[src/rtl/if_id_skid_buffer_if.sv]
// if_id_skid_buffer_if: fetch-side and decode-side handshake bundle for the IF/ID skid buffer.
interface if_id_skid_buffer_if;
    logic        in_valid;
    logic [8:0]  in_pc;
    logic [31:0] in_instr;
    logic        in_ready;
    logic        flush;
    logic        flush_ds;
    logic        out_valid;
    logic [8:0]  out_pc;
    logic [31:0] out_instr;
    logic        out_ready;

    modport master (
        output in_valid, in_pc, in_instr, flush, flush_ds, out_ready,
        input  in_ready, out_valid, out_pc, out_instr
    );

    modport slave (
        input  in_valid, in_pc, in_instr, flush, flush_ds, out_ready,
        output in_ready, out_valid, out_pc, out_instr
    );
endinterface

[src/rtl/if_id_skid_buffer.sv]
// if_id_skid_buffer: 2-entry in-order IF/ID buffer with branch flush, delay-slot retention
// and a saturating count of flushed entries.
module if_id_skid_buffer (
    input  logic              Clk,
    input  logic              Reset,
    if_id_skid_buffer_if.slave b,
    output logic [1:0]        occupancy,
    output logic [7:0]        drop_count
);
    typedef enum logic [1:0] {EMPTY = 2'd0, ONE = 2'd1, FULL = 2'd2} state_e;

    state_e      state_q, state_d;
    logic [8:0]  head_pc_q, head_pc_d, tail_pc_q, tail_pc_d;
    logic [31:0] head_instr_q, head_instr_d, tail_instr_q, tail_instr_d;
    logic [7:0]  drop_q, drop_d;
    logic        push, pop, keep;
    logic [2:0]  n_drop;
    logic [8:0]  drop_sum;

    assign b.in_ready  = (state_q != FULL) && !Reset;
    assign b.out_valid = state_q != EMPTY;
    assign b.out_pc    = b.out_valid ? head_pc_q : 9'd0;
    assign b.out_instr = b.out_valid ? head_instr_q : 32'd0;
    assign occupancy   = state_q;
    assign drop_count  = drop_q;
    assign push        = b.in_valid && b.in_ready;
    assign pop         = b.out_valid && b.out_ready;

    // Delay slot: an unpopped head survives, or from EMPTY the entry arriving with the branch.
    assign keep     = b.flush_ds && ((state_q != EMPTY && !pop) || (state_q == EMPTY && push));
    assign n_drop   = {1'b0, state_q} + {2'b0, push} - {2'b0, pop} - {2'b0, keep};
    assign drop_sum = {1'b0, drop_q} + {6'b0, n_drop};

    always_comb begin
        state_d      = state_q;
        head_pc_d    = head_pc_q;
        head_instr_d = head_instr_q;
        tail_pc_d    = tail_pc_q;
        tail_instr_d = tail_instr_q;
        drop_d       = drop_q;
        if (b.flush) begin
            state_d = keep ? ONE : EMPTY;
            drop_d  = drop_sum[8] ? 8'hff : drop_sum[7:0];
            if (keep && state_q == EMPTY) begin
                head_pc_d    = b.in_pc;
                head_instr_d = b.in_instr;
            end
        end else begin
            case (state_q)
                EMPTY: if (push) begin
                    state_d      = ONE;
                    head_pc_d    = b.in_pc;
                    head_instr_d = b.in_instr;
                end
                ONE: if (push && pop) begin
                    head_pc_d    = b.in_pc;
                    head_instr_d = b.in_instr;
                end else if (push) begin
                    state_d      = FULL;
                    tail_pc_d    = b.in_pc;
                    tail_instr_d = b.in_instr;
                end else if (pop) begin
                    state_d = EMPTY;
                end
                FULL: if (pop) begin
                    state_d      = ONE;
                    head_pc_d    = tail_pc_q;
                    head_instr_d = tail_instr_q;
                end
                default: state_d = EMPTY;
            endcase
        end
    end

    always_ff @(posedge Clk) begin
        if (Reset) begin
            state_q      <= EMPTY;
            head_pc_q    <= 9'd0;
            head_instr_q <= 32'd0;
            tail_pc_q    <= 9'd0;
            tail_instr_q <= 32'd0;
            drop_q       <= 8'd0;
        end else begin
            state_q      <= state_d;
            head_pc_q    <= head_pc_d;
            head_instr_q <= head_instr_d;
            tail_pc_q    <= tail_pc_d;
            tail_instr_q <= tail_instr_d;
            drop_q       <= drop_d;
        end
    end
endmodule

[src/flat_wrapper.sv]
// flat-port wrapper written by rule: the top's interface ports become plain ports
module if_id_skid_buffer_flat 
  (Clk, Reset, occupancy, drop_count, b_in_valid, b_in_pc, b_in_instr, b_flush, b_flush_ds, b_out_ready, b_in_ready, b_out_valid, b_out_pc, b_out_instr);
  if_id_skid_buffer_if b_i ();
  input  logic Clk;
  input  logic Reset;
  output logic [1:0] occupancy;
  output logic [7:0] drop_count;
  input wire logic [$bits(b_i.in_valid)-1:0] b_in_valid;
  input wire logic [$bits(b_i.in_pc)-1:0] b_in_pc;
  input wire logic [$bits(b_i.in_instr)-1:0] b_in_instr;
  input wire logic [$bits(b_i.flush)-1:0] b_flush;
  input wire logic [$bits(b_i.flush_ds)-1:0] b_flush_ds;
  input wire logic [$bits(b_i.out_ready)-1:0] b_out_ready;
  output wire logic [$bits(b_i.in_ready)-1:0] b_in_ready;
  output wire logic [$bits(b_i.out_valid)-1:0] b_out_valid;
  output wire logic [$bits(b_i.out_pc)-1:0] b_out_pc;
  output wire logic [$bits(b_i.out_instr)-1:0] b_out_instr;
  assign b_i.in_valid = b_in_valid;
  assign b_i.in_pc = b_in_pc;
  assign b_i.in_instr = b_in_instr;
  assign b_i.flush = b_flush;
  assign b_i.flush_ds = b_flush_ds;
  assign b_i.out_ready = b_out_ready;
  assign b_in_ready = b_i.in_ready;
  assign b_out_valid = b_i.out_valid;
  assign b_out_pc = b_i.out_pc;
  assign b_out_instr = b_i.out_instr;
  if_id_skid_buffer u_core (.Clk(Clk), .Reset(Reset), .b(b_i), .occupancy(occupancy), .drop_count(drop_count));
endmodule
[config.mk]
export PLATFORM = sky130hd
export DESIGN_NAME = if_id_skid_buffer_flat
export DESIGN_NICKNAME = d
export VERILOG_FILES = /design/src/rtl/if_id_skid_buffer_if.sv /design/src/rtl/if_id_skid_buffer.sv /design/src/flat_wrapper.sv
export SDC_FILE = /design/constraint.sdc
export NUM_CORES = 1
export LEC_CHECK = 0
export ABC_AREA = 1
export BUFFER_PORTS_ARGS = -buffer_cell sky130_fd_sc_hd__buf_2
export CORE_AREA = 3 3 103 105
export DETAILED_ROUTE_END_ITERATION = 10
export DIE_AREA = 0 0 106 108
export GPL_TIMING_DRIVEN = 0
export PLACE_DENSITY_LB_ADDON = 0.08
export SKIP_CTS_REPAIR_TIMING = 1
export SLEW_MARGIN = 15
export SYNTH_ARGS = -nofsm -noshare
export SYNTH_HDL_FRONTEND = slang
export SYNTH_SLANG_ARGS = --single-unit
[constraint.sdc]
create_clock -name Clk -period 11.6 [get_ports Clk]
set_clock_uncertainty 0.15 [all_clocks]
set_input_delay 3.48 -clock Clk [delete_from_list [all_inputs] [get_ports Clk]]
set_output_delay 3.48 -clock Clk [all_outputs]
set_load 0.02 [all_outputs]
==> reports/qor.txt, run 1 <==
# fillers: 1028
Setup crit end kind: output pin
worst slack at placement: 3.079 ns
H-tree depth: 3
Iter 0 DRT Violations: 183
Syn Inst Count: 769
Final Hold Fails: 0
antenna fix cells: 0
largest net degree at the start of global routing: 15
Via Count: 4919
Gate power share: 0.213
core footprint: 9729 um^2
Die Y: 108 um
DIE AREA: 11450 um^2
CTS tree: done
Final nets: 934
worst rel slew slack: 0.6521
DRT Pass-1 Iters: 5
Detail Placement HPWL: 9.215 mm
vias in the first global route: 4678
Tot GR Track Use: 0.2206
Leak: 0.003047 uW
Seq/Total Area, Yosys: 0.3781
DR WL/cell: 12.05 um
Worst Path Max Fanout: 10
Worst-path clk slew: 0.09 ns
part of the power in registers: 0.474
first-pass GRT wire length: 20.68 mm
Initial Util: 0.5006
fin crit share: 0.7325
Remaining DRCs: 0
fraction of layout instances using a drive strength above 1: 0.1708
Synth-to-Final Area Change: 17.75%
Post-synth top cells: inv_1, nand2_1, nor2_1
clk_lat worst skew: 0.36 ns
post-synth top area share: 0.3781
Avg Cell Area, Syn: 6.334 um^2
post-route insts no fill: 1017
Post-synth ARST share: 0
top-count cell post-synth: inv_1
Synth Register Bits: 92
Sink Count: 92
critical path class: primary input to output pin
Setup Viol. Count Final: 0
clk buf depth: 2
setup ws final: 3.103 ns
initial antenna violation count: 0
PortBufs: 99
number of synthesized flops with an enable pin: 0
Mapped Nets: 824
Final Max Tran Viols: 0
Switch Pwr: 221.4 uW
Synth Flop Type: dfxtp_1
# placed instances: 1001
Fmax: 0.1177 GHz
Core Rows: 36
Critical Path RT: 7.97 ns
status: completed
routed wire length: 12.26 mm
Yosys top cell by area: dfxtp_1
Yosys Warn Count: 0
Yosys cell types: 26
via-per-instance ratio: 4.837
max cap viols: 0
min Tclk post-route: 8.497 ns
final setup TNS: 0 ns
Arr. time, crit path: 4.87 ns
gr ovfl total: 0
Hold Crit Class: flop to flop
Die Width: 106 um
CTS root buffer: clkbuf_8
R2R setup slack: 7.90 ns
Netlist Area Pre-Place: 4871 um^2
clock share of power: 0.313
RD Place Congestion: 0.8439
sw frac: 0.3063
internal power: 501.5 uW
unrepaired setup endpoints after global routing: false
Num CTS Buffers: 9
measured slew at the worst slew-check pin: 0.5218 ns
Post-DRT Antenna Nets: 0
# IOs: 100
Power Density: 126.0 nW/um^2
Worst Setup Start Kind: primary input
synth top area cells: dfxtp_1, inv_1, nand2_1
worst vdd ir: 0.05991 mV
[sequential cells by signal, indices dropped and copies added, names as in the netlist]
name / count
u_core.head_instr_q: 32
u_core.tail_instr_q: 32
u_core.head_pc_q: 9
u_core.tail_pc_q: 9
u_core.drop_count: 8
u_core.occupancy: 2
[final timing paths]
kind / depth (start not counted) / from / end
min: 2 / u_core.tail_instr_q[4] / u_core.tail_instr_q[4]
min reg2reg: 2 / u_core.tail_instr_q[4] / u_core.tail_instr_q[4]
max reg2reg: 16 / u_core.occupancy[1] / u_core.drop_count[3]
max: 7 / Reset / b_in_ready
[metal layers]
layer	vias up	routed length [um]	GRT usage
met5	-	0	0
met4	0	247	0.09713
met3	21	498	0.03045
met2	99	5815	0.3770
met1	2242	5696	0.2794
li1	2557	-	-
[layout make-up]
type / instances / area (um^2) / share of cell area
repair buffers: 99 / 495.5 / 0.08639
multi-input cells: 447 / 2122 / 0.3700
flip-flops and latches: 92 / 1842 / 0.3211
inverters: 183 / 686.9 / 0.1198
clock buffers: 12 / 155.1 / 0.02705
plain buffers: 47 / 220.2 / 0.03839
well taps: 133 / 166.4 / 0.02901
clock inverters: 4 / 47.55 / 0.008290
[critical path, cell delays in order]
cell and delay [ns]:
buf_2 0.16, inv_2 0.16, clkbuf_1 0.36, clkbuf_1 0.40
nand2_1 0.11, inv_1 0.06, buf_2 0.15
[cells in the final DEF, fill, tap and decap left out, drive strengths merged, types with 3 or more instances in the layout]
master / count
ha: 6
a21oi: 50
inv: 183
nand4: 42
nand2: 148
xor2: 3
clkbuf: 34
dfxtp: 92
buf: 124
nand3: 8
nor2: 97
o21ai: 86
[cell families (layout without fill, tap and decap cells)]
| group | Yosys count | after routing | share of synthesized area |
|---|---|---|---|
| compound gates | 138 | 138 | 0.1431 |
| flops | 92 | 92 | 0.3781 |
| fa+ha+maj | 8 | 8 | 0.02363 |
| xor+xnor | 4 | 4 | 0.007194 |
| simple gates | 297 | 297 | 0.2618 |
| buf+inv | 230 | 345 | 0.1862 |
[metrics by stage]
step / power [uW] / util / cell area, um^2 / hold slack, ns
after detailed placement: 504.4 / 0.5687 / 5533 / 0.2914
final: 723.0 / 0.5895 / 5736 / 0.3014
after global routing: 766.4 / 0.5895 / 5736 / 0.3145
after CTS: 727.5 / 0.5895 / 5736 / 0.3043
after floorplan: 459.4 / - / 4871 / 0.2745
after global placement: 499.1 / 0.5687 / 5533 / 0.2844
[power by group through the flow]
stage | Sequential, uW | Clock, uW | Combinational, uW
3_3_place_gp | 350 | 0 | 149
4_1_cts | 343 | 230 | 155
5_1_grt | 345 | 244 | 178
3_5_place_dp | 350 | 0 | 154
2_1_floorplan | 352 | 0 | 108
6_report | 343 | 226 | 154
Note: power is estimated with default switching activity, not from simulation.
==> run 2: changes to the inputs <==
ABC_AREA = 0   (was 1)
CORE_AREA = 3 3 102 104   (was 3 3 103 105)
DIE_AREA = 0 0 105 107   (was 0 0 106 108)
clock period = 7.55 ns   (was 11.6 ns; I/O delays follow)
==> run 2 against run 1 <==
Effect of this change: critical path depth down 2; setup slack worse by 1.6 ns; global-route usage down 2.0 points; core utilization decreased by 2.0 points; flip-flop and latch count is the same; sequential share of layout area increased by 1.4 points; design area decreased by 4.3%; wire length shrank 8.0%; combinational power increased by 28%; count of clock-buffer cells in the layout is 3 lower; non-clock buffer count down 5; critical endpoint unchanged; largest power group unchanged; highest routed layer is now met5.
==> reports/qor.txt, run 2 <==
status: completed
Bufs and invs on worst path: 4 (-2)
post-synth top area share: 0.3991 (+0.02102)
Synth Area in XOR/XNOR: 0.003796 (-0.003396)
Power Density: 198.5 nW/um^2 (+57%)
# IOs: 100 (unchanged)
vias in the first global route: 3708 (-21%)
PortBufs: 97 (-2.0%)
Critical-path top delay cell: clkbuf_1
mux contribution to synthesized area: 0.09328 (+0.09328)
Mapped Nets: 561 (-32%)
clk_lat worst skew: 0.36 ns (about the same)
Slowest Stage Delay on Critical Path: 0.47 ns (+0.07 ns)
initial antenna violation count: 1 (+1)
DR WL/cell: 15.00 um (+24%)
Arr. time, crit path: 3.58 ns (-1.29 ns)
measured slew at the worst slew-check pin: 0.7722 ns (+0.2504 ns)
min Tclk post-route: 5.997 ns
DRT Pass-1 Iters: 6 (+1)
Syn Inst Count: 506 (-34%)
final setup TNS: 0 ns (unchanged)
Yosys top cell by area: dfxtp_1
routed wire length: 11.28 mm (-8.0%)
via-per-instance ratio: 5.168 (+6.8%)
number of synthesized flops with an enable pin: 0 (unchanged)
max cap viols: 0 (unchanged)
DIE AREA: 11240 um^2 (-1.9%)
RD Place Congestion: 0.8329 (-1.3%)
CTS root buffer: clkbuf_8
Initial Util: 0.4787 (-0.02193)
Netlist Area Pre-Place: 4614 um^2 (-5.3%)
Synth Flop Type: dfxtp_1
fin crit share: 0.7943
worst vdd ir: 0.08723 mV (+46%)
Post-synth top cells: dfxtp_1, nand2_1, a21oi_1
Setup Viol. Count Final: 0 (unchanged)
family with the most delay on the worst path: buffers and inverters
WHS Path Cells: 2 (unchanged)
Die Y: 107 um (-0.93%)
Post-DRT Antenna Nets: 0 (unchanged)
Worst Setup Start Kind: primary input
Sink Count: 92 (unchanged)
Worst-path clk slew: 0.09 ns (about the same)
critical-path cell list: buf_2, clkbuf_1, clkbuf_1, nor2_1, buf_2
overall power: 1089 uW (+51%)
Gate power share: 0.181 (-0.032)
Synth-to-Final Area Change: 18.93%
clk buf depth: 2 (unchanged)
simple-gate portion of the synthesized area: 0.2110 (-0.05080)
Remaining DRCs: 0 (unchanged)
most frequent cells in the layout: buf_2, dfxtp_1, nand2_1
post-synthesis adder-cell area fraction: 0.02495 (+0.001314)
# placed instances: 736 (-26%)
post-synthesis compound-gate area fraction: 0.1928 (+0.04971)
Leak: 0.002131 uW (-30%)
Worst Path Max Fanout: 10 (unchanged)
synth top area cells: dfxtp_1, a211oi_2, mux2i_1
biggest regs: u_core.head_instr_q x32, u_core.tail_instr_q x32
Crit path depth: 5 (-2)
most common cell after layout, fill and taps aside: buf_2
largest family of logic cells by synthesized area: simple AND/OR/NAND/NOR gates
fraction of layout instances using a drive strength above 1: 0.2989 (+0.1281)
CTS tree: done
internal power: 781.9 uW (+56%)
gr ovfl total: 0 (unchanged)
Yosys Warn Count: 0 (unchanged)
largest net degree at the start of global routing: 17 (+2)
top-count cell post-synth: dfxtp_1
Die Width: 105 um (-0.94%)
core footprint: 9639 um^2 (-0.93%)
Synth Register Bits: 92 (unchanged)
worst rel slew slack: 0.4852 (-0.1669)
critical path class: primary input to output pin
H-tree depth: 3 (unchanged)
Final Hold Fails: 0 (unchanged)
Seq/Total Area, Yosys: 0.3991 (+0.02102)
Critical Path RT: 5.14 ns (-2.83 ns)
sw frac: 0.2823 (-0.02398)
Post-synth ARST share: 0 (unchanged)
Switch Pwr: 307.5 uW (+39%)
Via Count: 3886 (-21%)
Final nets: 669 (-28%)
Avg Cell Area, Syn: 9.119 um^2 (+44%)
post-route insts no fill: 752 (-26%)
Fmax: 0.1667 GHz
first-pass GRT wire length: 18.14 mm (-12%)
Num CTS Buffers: 9 (unchanged)
unrepaired setup endpoints after global routing: false
antenna fix cells: 0 (unchanged)
R2R cell count: 15 (-1)
Detail Placement HPWL: 8.246 mm (-11%)
Iter 0 DRT Violations: 158 (-14%)
clock share of power: 0.338 (+0.025)
Tot GR Track Use: 0.2006 (-0.02002)
part of the power in registers: 0.481 (+0.007)
Hold Crit Class: flop to flop
Yosys cell types: 47 (+81%)
Setup crit end kind: output pin
Core Rows: 36 (unchanged)
Final Max Tran Viols: 0 (unchanged)
-- run 2: metal layers --
metal | share of wire | GRT usage | wire length [um]
met5 | 0.00062 | 0 | 7
met2 | 0.48 | 0.3318 | 5400
met4 | 0.0084 | 0.05717 | 95
met1 | 0.46 | 0.2653 | 5217
met3 | 0.049 | 0.04214 | 557
-- run 2: cell families (layout without fill, tap and decap cells) --
kind of cell,after synthesis,after routing
XOR/XNOR,2,2
adder cells (fa/ha/maj),8,8
buffers and inverters,53,166
multiplexers,43,43
AO/OA/AOI/OAI,109,109
AND/OR/NAND/NOR,199,199
flip-flops,92,92
-- run 2: path summary, 6_finish.rpt --
path	from	endpoint	slack, ns
setup / recovery	Reset	b_in_ready	1.55
setup reg to reg	u_core.occupancy[0]	u_core.drop_count[5]	3.88
hold / removal	u_core.tail_instr_q[2]	u_core.tail_instr_q[2]	0.31
hold reg to reg	u_core.tail_instr_q[2]	u_core.tail_instr_q[2]	0.31
-- run 2: tightest hold or removal path, stage by stage, from the launching register on --
cell and delay, ns:
dfxtp_1 0.32, nand2_1 0.05, a21oi_1 0.05
-- run 2: final cells by class --
| cell class | instances | area (um^2) |
|---|---|---|
| Tap cell | 133 | 166.4 |
| Timing Repair Buffer | 97 | 485.5 |
| Multi-Input combinational cell | 361 | 2426 |
| Sequential cell | 92 | 1842 |
| Buffer | 44 | 310.3 |
| Inverter | 9 | 36.28 |
| Clock inverter | 7 | 97.59 |
| Clock buffer | 9 | 123.9 |
| Fill cell | 952 | 4151 |
-- run 2: per-stage QoR --
stage	utilization	worst slack [ns]	cell area (um^2)	hold WS (ns)
after CTS	0.5693	1.498	5488	0.3101
after floorplan	-	2.024	4614	0.2860
final	0.5693	1.553	5488	0.3072
after detailed placement	0.5463	1.509	5266	0.2976
after global placement	0.5463	1.538	5266	0.2905
after global routing	0.5693	1.370	5488	0.3274
-- run 2: power groups by stage --
stage               Combinational (uW)  Clock, uW  Sequential [uW]
finish                             197        368              524
global route                       218        398              528
CTS                                199        378              524
detailed placement                 199          0              536
global placement                   194          0              534
floorplan                          140          0              536
